--- config.mk ---
export PLATFORM = sky130hd
export DESIGN_NAME = kovacs_sequencer
export DESIGN_NICKNAME = d
export VERILOG_FILES = /design/src/rtl/kovacs_sequencer.sv
export SDC_FILE = /design/constraint.sdc
export NUM_CORES = 1
export LEC_CHECK = 0
export CORE_ASPECT_RATIO = 0.5
export CORE_MARGIN = 3
export CORE_UTILIZATION = 48
export CTS_BUF_LIST = sky130_fd_sc_hd__clkbuf_8
export DETAILED_ROUTE_END_ITERATION = 12
export GPL_TIMING_DRIVEN = 0
export PLACE_DENSITY = 0.79
export REMOVE_ABC_BUFFERS = 1
export SYNTH_ARGS = -nofsm -noshare
export SYNTH_HDL_FRONTEND = slang
export SYNTH_SLANG_ARGS = --single-unit
--- constraint.sdc ---
create_clock -name clk_i -period 6.4 [get_ports clk_i]
set_clock_uncertainty 0.2 [all_clocks]
set_input_delay 1.92 -clock clk_i [delete_from_list [all_inputs] [get_ports clk_i]]
set_output_delay 1.92 -clock clk_i [all_outputs]
set_load 0.01 [all_outputs]
--- src/rtl/kovacs_sequencer.sv ---
// kovacs_sequencer: phase-timed protocol sequencer routing a truncated sample to one of two DAC channels
module kovacs_sequencer #(
    parameter int N_PHASES = 4,
    parameter int DIN_W = 16,
    parameter int DOUT_W = 14,
    parameter int CNT_W = 32,
    parameter logic [DOUT_W-1:0] IND_HIGH = 14'h1FFF
) (
    input  logic                         clk_i,
    input  logic                         rst_i,
    input  logic                         start_i,
    input  logic                         stop_i,
    input  logic                         mode_i,
    input  logic [DIN_W-1:0]             data_i,
    input  logic [N_PHASES*CNT_W-1:0]    dur_i,
    input  logic [N_PHASES-1:0]          route_i,
    output logic [DOUT_W-1:0]            data0_o,
    output logic [DOUT_W-1:0]            data1_o,
    output logic [DOUT_W-1:0]            indicator0_o,
    output logic [DOUT_W-1:0]            indicator1_o,
    output logic [$clog2(N_PHASES)-1:0]  phase_o,
    output logic                         busy_o,
    output logic                         done_o,
    output logic [CNT_W-1:0]             cycles_o
);
    localparam int PH_W = $clog2(N_PHASES);
    typedef enum logic {IDLE, RUN} state_t;
    state_t state, nxt_state;
    logic [CNT_W-1:0] dur_q [N_PHASES];
    logic [N_PHASES-1:0] route_q, nxt_route;
    logic mode_q, latch, ph_end, last_ph, nxt_done, sel, nxt_run;
    logic [PH_W-1:0] nxt_phase;
    logic [CNT_W-1:0] cnt, nxt_cnt, nxt_cycles, cur_dur;
    logic [DOUT_W-1:0] sample;
    // A zero duration behaves as a single-cycle phase
    assign cur_dur = dur_q[phase_o];
    assign ph_end = cnt == ((cur_dur == '0) ? '0 : cur_dur - CNT_W'(1));
    assign last_ph = phase_o == PH_W'(N_PHASES - 1);
    assign sample = DOUT_W'(data_i >> (DIN_W - DOUT_W));
    assign nxt_route = latch ? route_i : route_q;
    assign nxt_run = nxt_state == RUN;
    assign sel = nxt_route[nxt_phase];
    assign busy_o = state == RUN;
    always_comb begin
        nxt_state = state;
        nxt_phase = phase_o;
        nxt_cnt = cnt;
        nxt_cycles = cycles_o;
        nxt_done = 1'b0;
        latch = 1'b0;
        if (state == IDLE) begin
            if (start_i && !stop_i) begin
                nxt_state = RUN;
                latch = 1'b1;
                nxt_phase = '0;
                nxt_cnt = '0;
                nxt_cycles = '0;
            end
        end else if (stop_i) begin
            nxt_state = IDLE;
            nxt_phase = '0;
            nxt_cnt = '0;
        end else if (!ph_end) begin
            nxt_cnt = cnt + CNT_W'(1);
        end else begin
            nxt_cnt = '0;
            nxt_phase = last_ph ? '0 : phase_o + PH_W'(1);
            if (last_ph && mode_q) begin
                nxt_cycles = cycles_o + CNT_W'(1);
                latch = 1'b1;
            end else if (last_ph) begin
                nxt_state = IDLE;
                nxt_done = 1'b1;
            end
        end
    end
    // Outputs are derived from the next state so sample, routing and phase move together
    always_ff @(posedge clk_i) begin
        if (rst_i) begin
            state <= IDLE;
            cnt <= '0;
            phase_o <= '0;
            cycles_o <= '0;
            done_o <= 1'b0;
            route_q <= '0;
            mode_q <= 1'b0;
            for (int k = 0; k < N_PHASES; k++) dur_q[k] <= '0;
            data0_o <= '0;
            data1_o <= '0;
            indicator0_o <= '0;
            indicator1_o <= '0;
        end else begin
            state <= nxt_state;
            cnt <= nxt_cnt;
            phase_o <= nxt_phase;
            cycles_o <= nxt_cycles;
            done_o <= nxt_done;
            if (latch) begin
                route_q <= route_i;
                mode_q <= mode_i;
                for (int k = 0; k < N_PHASES; k++) dur_q[k] <= dur_i[k*CNT_W +: CNT_W];
            end
            data0_o <= (nxt_run && !sel) ? sample : '0;
            data1_o <= (nxt_run && sel) ? sample : '0;
            indicator0_o <= (nxt_run && !sel) ? IND_HIGH : '0;
            indicator1_o <= (nxt_run && sel) ? IND_HIGH : '0;
        end
    end
endmodule
=== Word level (Yosys, flattened, before mapping) ===
Memories as Yosys holds them, arrays and structs flattened. A register that Yosys moved wholly into a read port is not among the register bits.
Cells that the tools add are included.

* Register bits after elaboration: 129
* Word-level logic and storage cells: 82
* Memories: 1
* Memory bits (writable): 128
* Bits of input ports: 153
* Output and inout bits: 92

* Magnitude comparators: 1
* Eq/ne operators: 5
* Reductions and logical operators: 12
* Mux-type cells: 40
* Bitwise logic cells: 8
* Add/sub/neg operators: 4

{| class="wikitable"
|+ Memories
! name !! depth !! bits a word !! rd ports !! clocked after memory_dff !! wr ports !! line !! source
|-
| dur_q || 4 || 32 || 1 || 1 || 4 || 29 || <nowiki>logic [CNT_W-1:0] dur_q [N_PHASES];</nowiki>
|}

{| class="wikitable"
|+ Operators with widths
! cell !! count
|-
| 32-bit two-way mux || 13
|-
| 32-bit by 1-bit adder with 32-bit output, second input constant || 2
|-
| 32-bit equality test || 1
|-
| 32-bit zero test || 1
|-
| 32-bit by 1-bit subtractor with 32-bit output, second input constant || 1
|-
| 13-bit two-way mux || 2
|-
| 1-bit two-way mux || 17
|-
| 2-bit two-way mux || 6
|-
| 5-bit OR reduction || 1
|-
| 1-bit logical AND || 4
|-
| 4-bit two-way mux || 1
|-
| 2-bit by 1-bit inequality test with 1-bit output, second input constant || 2
|-
| 1-bit NOT || 4
|-
| 1-bit OR || 4
|-
| 4-bit AND reduction || 1
|-
| 2-bit OR reduction || 2
|-
| 2-bit by 3-bit less-than comparator with 1-bit output, second input constant || 1
|-
| 2-bit by 1-bit adder with 2-bit output, second input constant || 1
|-
| 1-bit binary-select mux with 2-bit select || 1
|-
| 2-bit equality test, second input constant || 1
|-
| 1-bit zero test || 2
|-
| 2-bit inequality test, second input constant || 1
|-
| 2-bit nonzero test || 1
|}

=== Logic depth before layout (Yosys ltp) ===
* Depth in word-level cells: 13
* Depth in mapped cells: 24

=== Least setup slack after synthesis ===
No wires, ideal clock.

* Path kind: register to register
* Start: register phase_o[1]
* End: memory dur_q[0][0] (enable)
* Buffers on the path: 7
* Data arrival time: 6245 ps
* Cell stages (with the launch flop): 20
* Period minus slack after synthesis: 6878 ps
* Setup slack: -478 ps
* Library setup time: 433 ps
* Cells stage by stage: dfxtp_1 -> buf_2 -> buf_2 -> buf_2 -> buf_2 -> mux4_2 -> inv_1 -> ha_1 -> and4b_1 -> clkbuf_1 -> o211ai_1 -> nor4_2 -> clkbuf_1 -> nor2_1 -> mux2_2 -> nor4_2 -> nand4_1 -> o21bai_4 -> buf_6 -> or2_2

{| class="wikitable"
|+ RTL lines
! element !! line !! source
|-
| from (decl) || 21 || <nowiki>output logic [$clog2(N_PHASES)-1:0] phase_o,</nowiki>
|-
| from (signal assigned) || 95 || <nowiki>phase_o <= nxt_phase;</nowiki>
|-
| to (decl) || 29 ||
|}

=== Worst setup path after layout ===
* Start: register phase_o[1]
* End: register indicator0_o[11]

* Cells in the longest elaborated chain, start to end: 12
* Elaborated cells between the ends (all ways): 23

{| class="wikitable"
|+ Ends and longest elaborated chain
! element !! line !! source
|-
| 2-bit equality test || 38 || <nowiki>assign last_ph = phase_o == PH_W'(N_PHASES - 1);</nowiki>
|-
| 1-bit logical AND || 68 || <nowiki>if (last_ph && mode_q) begin</nowiki>
|-
| 1-bit two-way mux || 68 ||
|-
| 1-bit two-way mux || 63 || <nowiki>end else if (!ph_end) begin</nowiki>
|-
| 1-bit two-way mux || 59 || <nowiki>end else if (stop_i) begin</nowiki>
|-
| 1-bit two-way mux || 51 || <nowiki>if (state == IDLE) begin</nowiki>
|-
| 4-bit two-way mux || - ||
|-
| 1-bit binary-select mux with 2-bit select || 42 || <nowiki>assign sel = nxt_route[nxt_phase];</nowiki>
|-
| 1-bit two-way mux (implied by the code) || 42 ||
|-
| 1-bit zero test || 105 || <nowiki>indicator0_o <= (nxt_run && !sel) ? IND_HIGH : '0;</nowiki>
|-
| 1-bit logical AND (*) || 105 ||
|-
| 13-bit two-way mux (*) || 105 ||
|-
| to (signal assigned) || 105 ||
|-
| to (decl) || 19 || <nowiki>output logic [DOUT_W-1:0] indicator0_o,</nowiki>
|}

Every way passes the cells marked *; elsewhere a longest branch is shown, timed or not. The select of a mux whose other input is x is not followed.
A chain may end at the register's enable or synchronous reset.

==> flow_summary_export.csv <==
group,metric,value,unit
drt,wire_per_inst,19.29,um
floorplan,die_area,0.02675,mm2
power,cellPowerDensity,208.9,mW/mm2
power,peakVddDrop,0.1525,mV
layout,drive_above_1_share,0.1007,
synth,synthArstFlopShare,0,
clock_network,cts.clk_slew.worst_paths,0.07,ns
clock_network,clockRootBuffer,"clkbuf_8",
floorplan,ios,245,
place,dp_hpwl,22960,um
status,outcome,"complete, no violations",
timing,worst_pin_slew,1.045,ns
global_routing,track_usage,0.2382,
drt,drt_first_pass_iters,5,
timing,tns,0,ns
timing,setup_viol,0,
synth,yosysUniqueCellTypes,80,
floorplan,start_util,0.5044,
layout,seq_area,0.005911,mm2
setup_path,critPathCaptureType,"flop",
global_routing,antenna_found_initial,0,
timing,max_clock_freq,0.1619,GHz
drt,viasPerCell,5.685,
layout,multi_input_area,0.005464,mm2
layout,syn_to_final_growth,28.26,%
synth,yosysSeqAreaShare,0.4978,
synth,synth_top_flop_cell,"edfxtp_1",
floorplan,core-area,0.02352,mm2
place,dp_slack,-1.075,ns
run,drv_cap,0,
synth,synth_area,0.01186,mm2
global_routing,grt_pass1_vias,9542,
clock_network,cts.sinks,231,
global_routing,grt_max_degree,73,
synth,yosysWarnings,0,
timing,hold_viol,0,
layout,final_util,0.6469,
layout,nets,1514,
place,portBuffers,240,
place,dp_cells,1626,
timing,slew_violations,0,
setup_path,arrival,6.38,ns
floorplan,fp.dieH,117.2,um
timing,fin_ws,0.2231,ns
global_routing,grt-ovfl-total,0,
drt,wl,32940,um
setup_path,crit_type,"flop to flop",
clock_network,hold_buffers,0,
timing,finalCriticalPeriod,6.177,ns
layout,antennaDiodeCount,0,
setup_path,crit_required,6.61,ns
clock_network,cts_max_level,2,
setup_path,startpoint_type,"flop",
floorplan,rows,39,
setup_path,crit_fanout,21,
synth,synth_edf_count,128,
layout,fillers,1792,
clock_network,clk_path_buf_depth,3,
setup_path,ff2ff_setup_slack,0.22,ns
global_routing,grt_pass1_wl,50790,um
clock_network,cts-buffers-inserted,34,
worst_hold_path,min_path_type,"flop to flop",
drt,drc,0,
layout,stdcell_count,1708,
drt,drt_iter0_markers,1087,
clock_network,clkLatencyLatePin,0.54,ns
timing,finalHoldWorstSlack,0.2844,ns
place,gp_congestion,0.9655,
clock_network,cts_tree,"done",
timing,post-route-period-util,0.9651,
drt,vias,9710,
timing,maxSlewHeadroom,0.3010,
synth,synth_cells,1146,
drt,postRouteAntennaNets,0,
power,p_leak,0.005279,uW
floorplan,die_x,228.3,um
synth,syn-mean-instance-area,10.35,um2
synth,ys_ff_latch,231,
==> what timing repair did <==
item	CTS	global route
resized for setup	4	5
endpoints found under the hold margin	0	0
buffers inserted	14	3
pin swaps	5	0
setup endpoints to repair	327	226
cloned	5	1
==> metrics by stage <==
step	instance area (um2)	power, uW
2_1_floorplan	11350	1854
3_3_place_gp	14160	2026
3_5_place_dp	14370	2045
4_1_cts	15150	3190
5_1_grt	15210	3298
6_report	15210	3178
==> worst max-delay path: stages (launching register included) <==
cell and delay (ns):
dfxtp_2 0.72, buf_12 0.27, mux4_2 0.47, nor4_4 0.49, nand3_2 0.40, nor4_4 0.52, a21oi_1 0.08, o32ai_1 0.60
nand4_1 0.20, or4_4 0.55, or3_1 0.44, o211ai_1 0.37, mux4_2 0.52, and2_1 0.21
==> report_power, final <==
part           total, uW  internal, uW  switching (uW)
combinational        381           193             188
sequential          1650          1630            20.1
clock               1150           567             579
==> cell type report <==
type                            instances  area share
Clock inverter                         19    0.004934
Inverter                               27    0.006661
Timing Repair Buffer                  265      0.1776
Multi-Input combinational cell        798      0.3591
Sequential cell                       231      0.3885
Tap cell                              328     0.02697
Clock buffer                           40     0.03618
==> routing by layer <==
metal	track usage	part of all wire
met1	0.3267	0.43
met2	0.3907	0.47
met3	0.05609	0.085
met4	0.05500	0.016
met5	0	0
==> final timing paths <==
kind	startpoint	endpoint	cells after the start
hold / removal	cycles_o[31]	cycles_o[31]	2
setup / recovery	phase_o[1]	indicator0_o[11]	13
setup reg to reg	phase_o[1]	indicator0_o[11]	13
hold reg to reg	cycles_o[31]	cycles_o[31]	2
==> Yosys cell counts, types with 17 or more instances <==
cell      count  area, um2
nand2_1      80      300.3
nand3_1      23      115.1
nor2_1       91      341.6
nor4_1       17      106.4
edfxtp_1    128       3844
or3_1        22      137.6
buf_4        27      202.7
and2_1      133      832.1
or4_1        24      180.2
a21oi_1      41      205.2
mux4_2       33      743.2
nor2b_1      21      131.4
o21ai_0      68      340.3
dfxtp_1     103       2062
xor2_1       17      148.9
clkbuf_1     50      187.7
nor3_1       24      120.1
inv_1        26      97.59
xnor2_1      22      192.7
nand4_1      25      156.4
and3_1       18      112.6
==> cells by family after synthesis <==
group	share of synthesized area
compound gates	0.09451
flops	0.4978
fa+ha+maj	0.004219
mux	0.07552
buf+inv	0.05231
xor+xnor	0.03080
simple gates	0.2445
other cells	0.0003161
==> sequential cells by signal (all words and copies together) (netlist names) <==
signal / count
busy_o: 1
cnt: 32
cycles_o: 32
data0_o: 14
data1_o: 14
done_o: 1
dur_q: 128
indicator0_o: 1
indicator1_o: 1
mode_q: 1
phase_o: 2
route_q: 4
==> cell usage in the layout (no fill, tap or decap), types with 5 or more instances in the layout <==
| cell type | Yosys | layout |
|---|---|---|
| clkdlybuf4s50_1 | 0 | 240 |
| and2_1 | 133 | 133 |
| edfxtp_1 | 128 | 128 |
| dfxtp_1 | 103 | 101 |
| nor2_1 | 91 | 90 |
| nand2_1 | 80 | 80 |
| o21ai_0 | 68 | 68 |
| a21oi_1 | 41 | 41 |
| clkbuf_8 | 0 | 40 |
| mux4_2 | 33 | 34 |
| inv_1 | 26 | 34 |
| nand4_1 | 25 | 27 |
| or4_1 | 24 | 23 |
| nor3_1 | 24 | 23 |
| nand3_1 | 23 | 23 |
| xnor2_1 | 22 | 22 |
| or3_1 | 22 | 22 |
| nor2b_1 | 21 | 20 |
| and3_1 | 18 | 18 |
| xor2_1 | 17 | 17 |
| buf_4 | 27 | 16 |
| nor4_1 | 17 | 15 |
| mux2i_1 | 13 | 13 |
| o211ai_1 | 11 | 11 |
| nand2b_1 | 9 | 9 |
| clkinv_1 | 0 | 8 |
| o31ai_1 | 8 | 7 |
| a31oi_1 | 5 | 5 |
No activity file was read; power rests on OpenSTA's default activity.
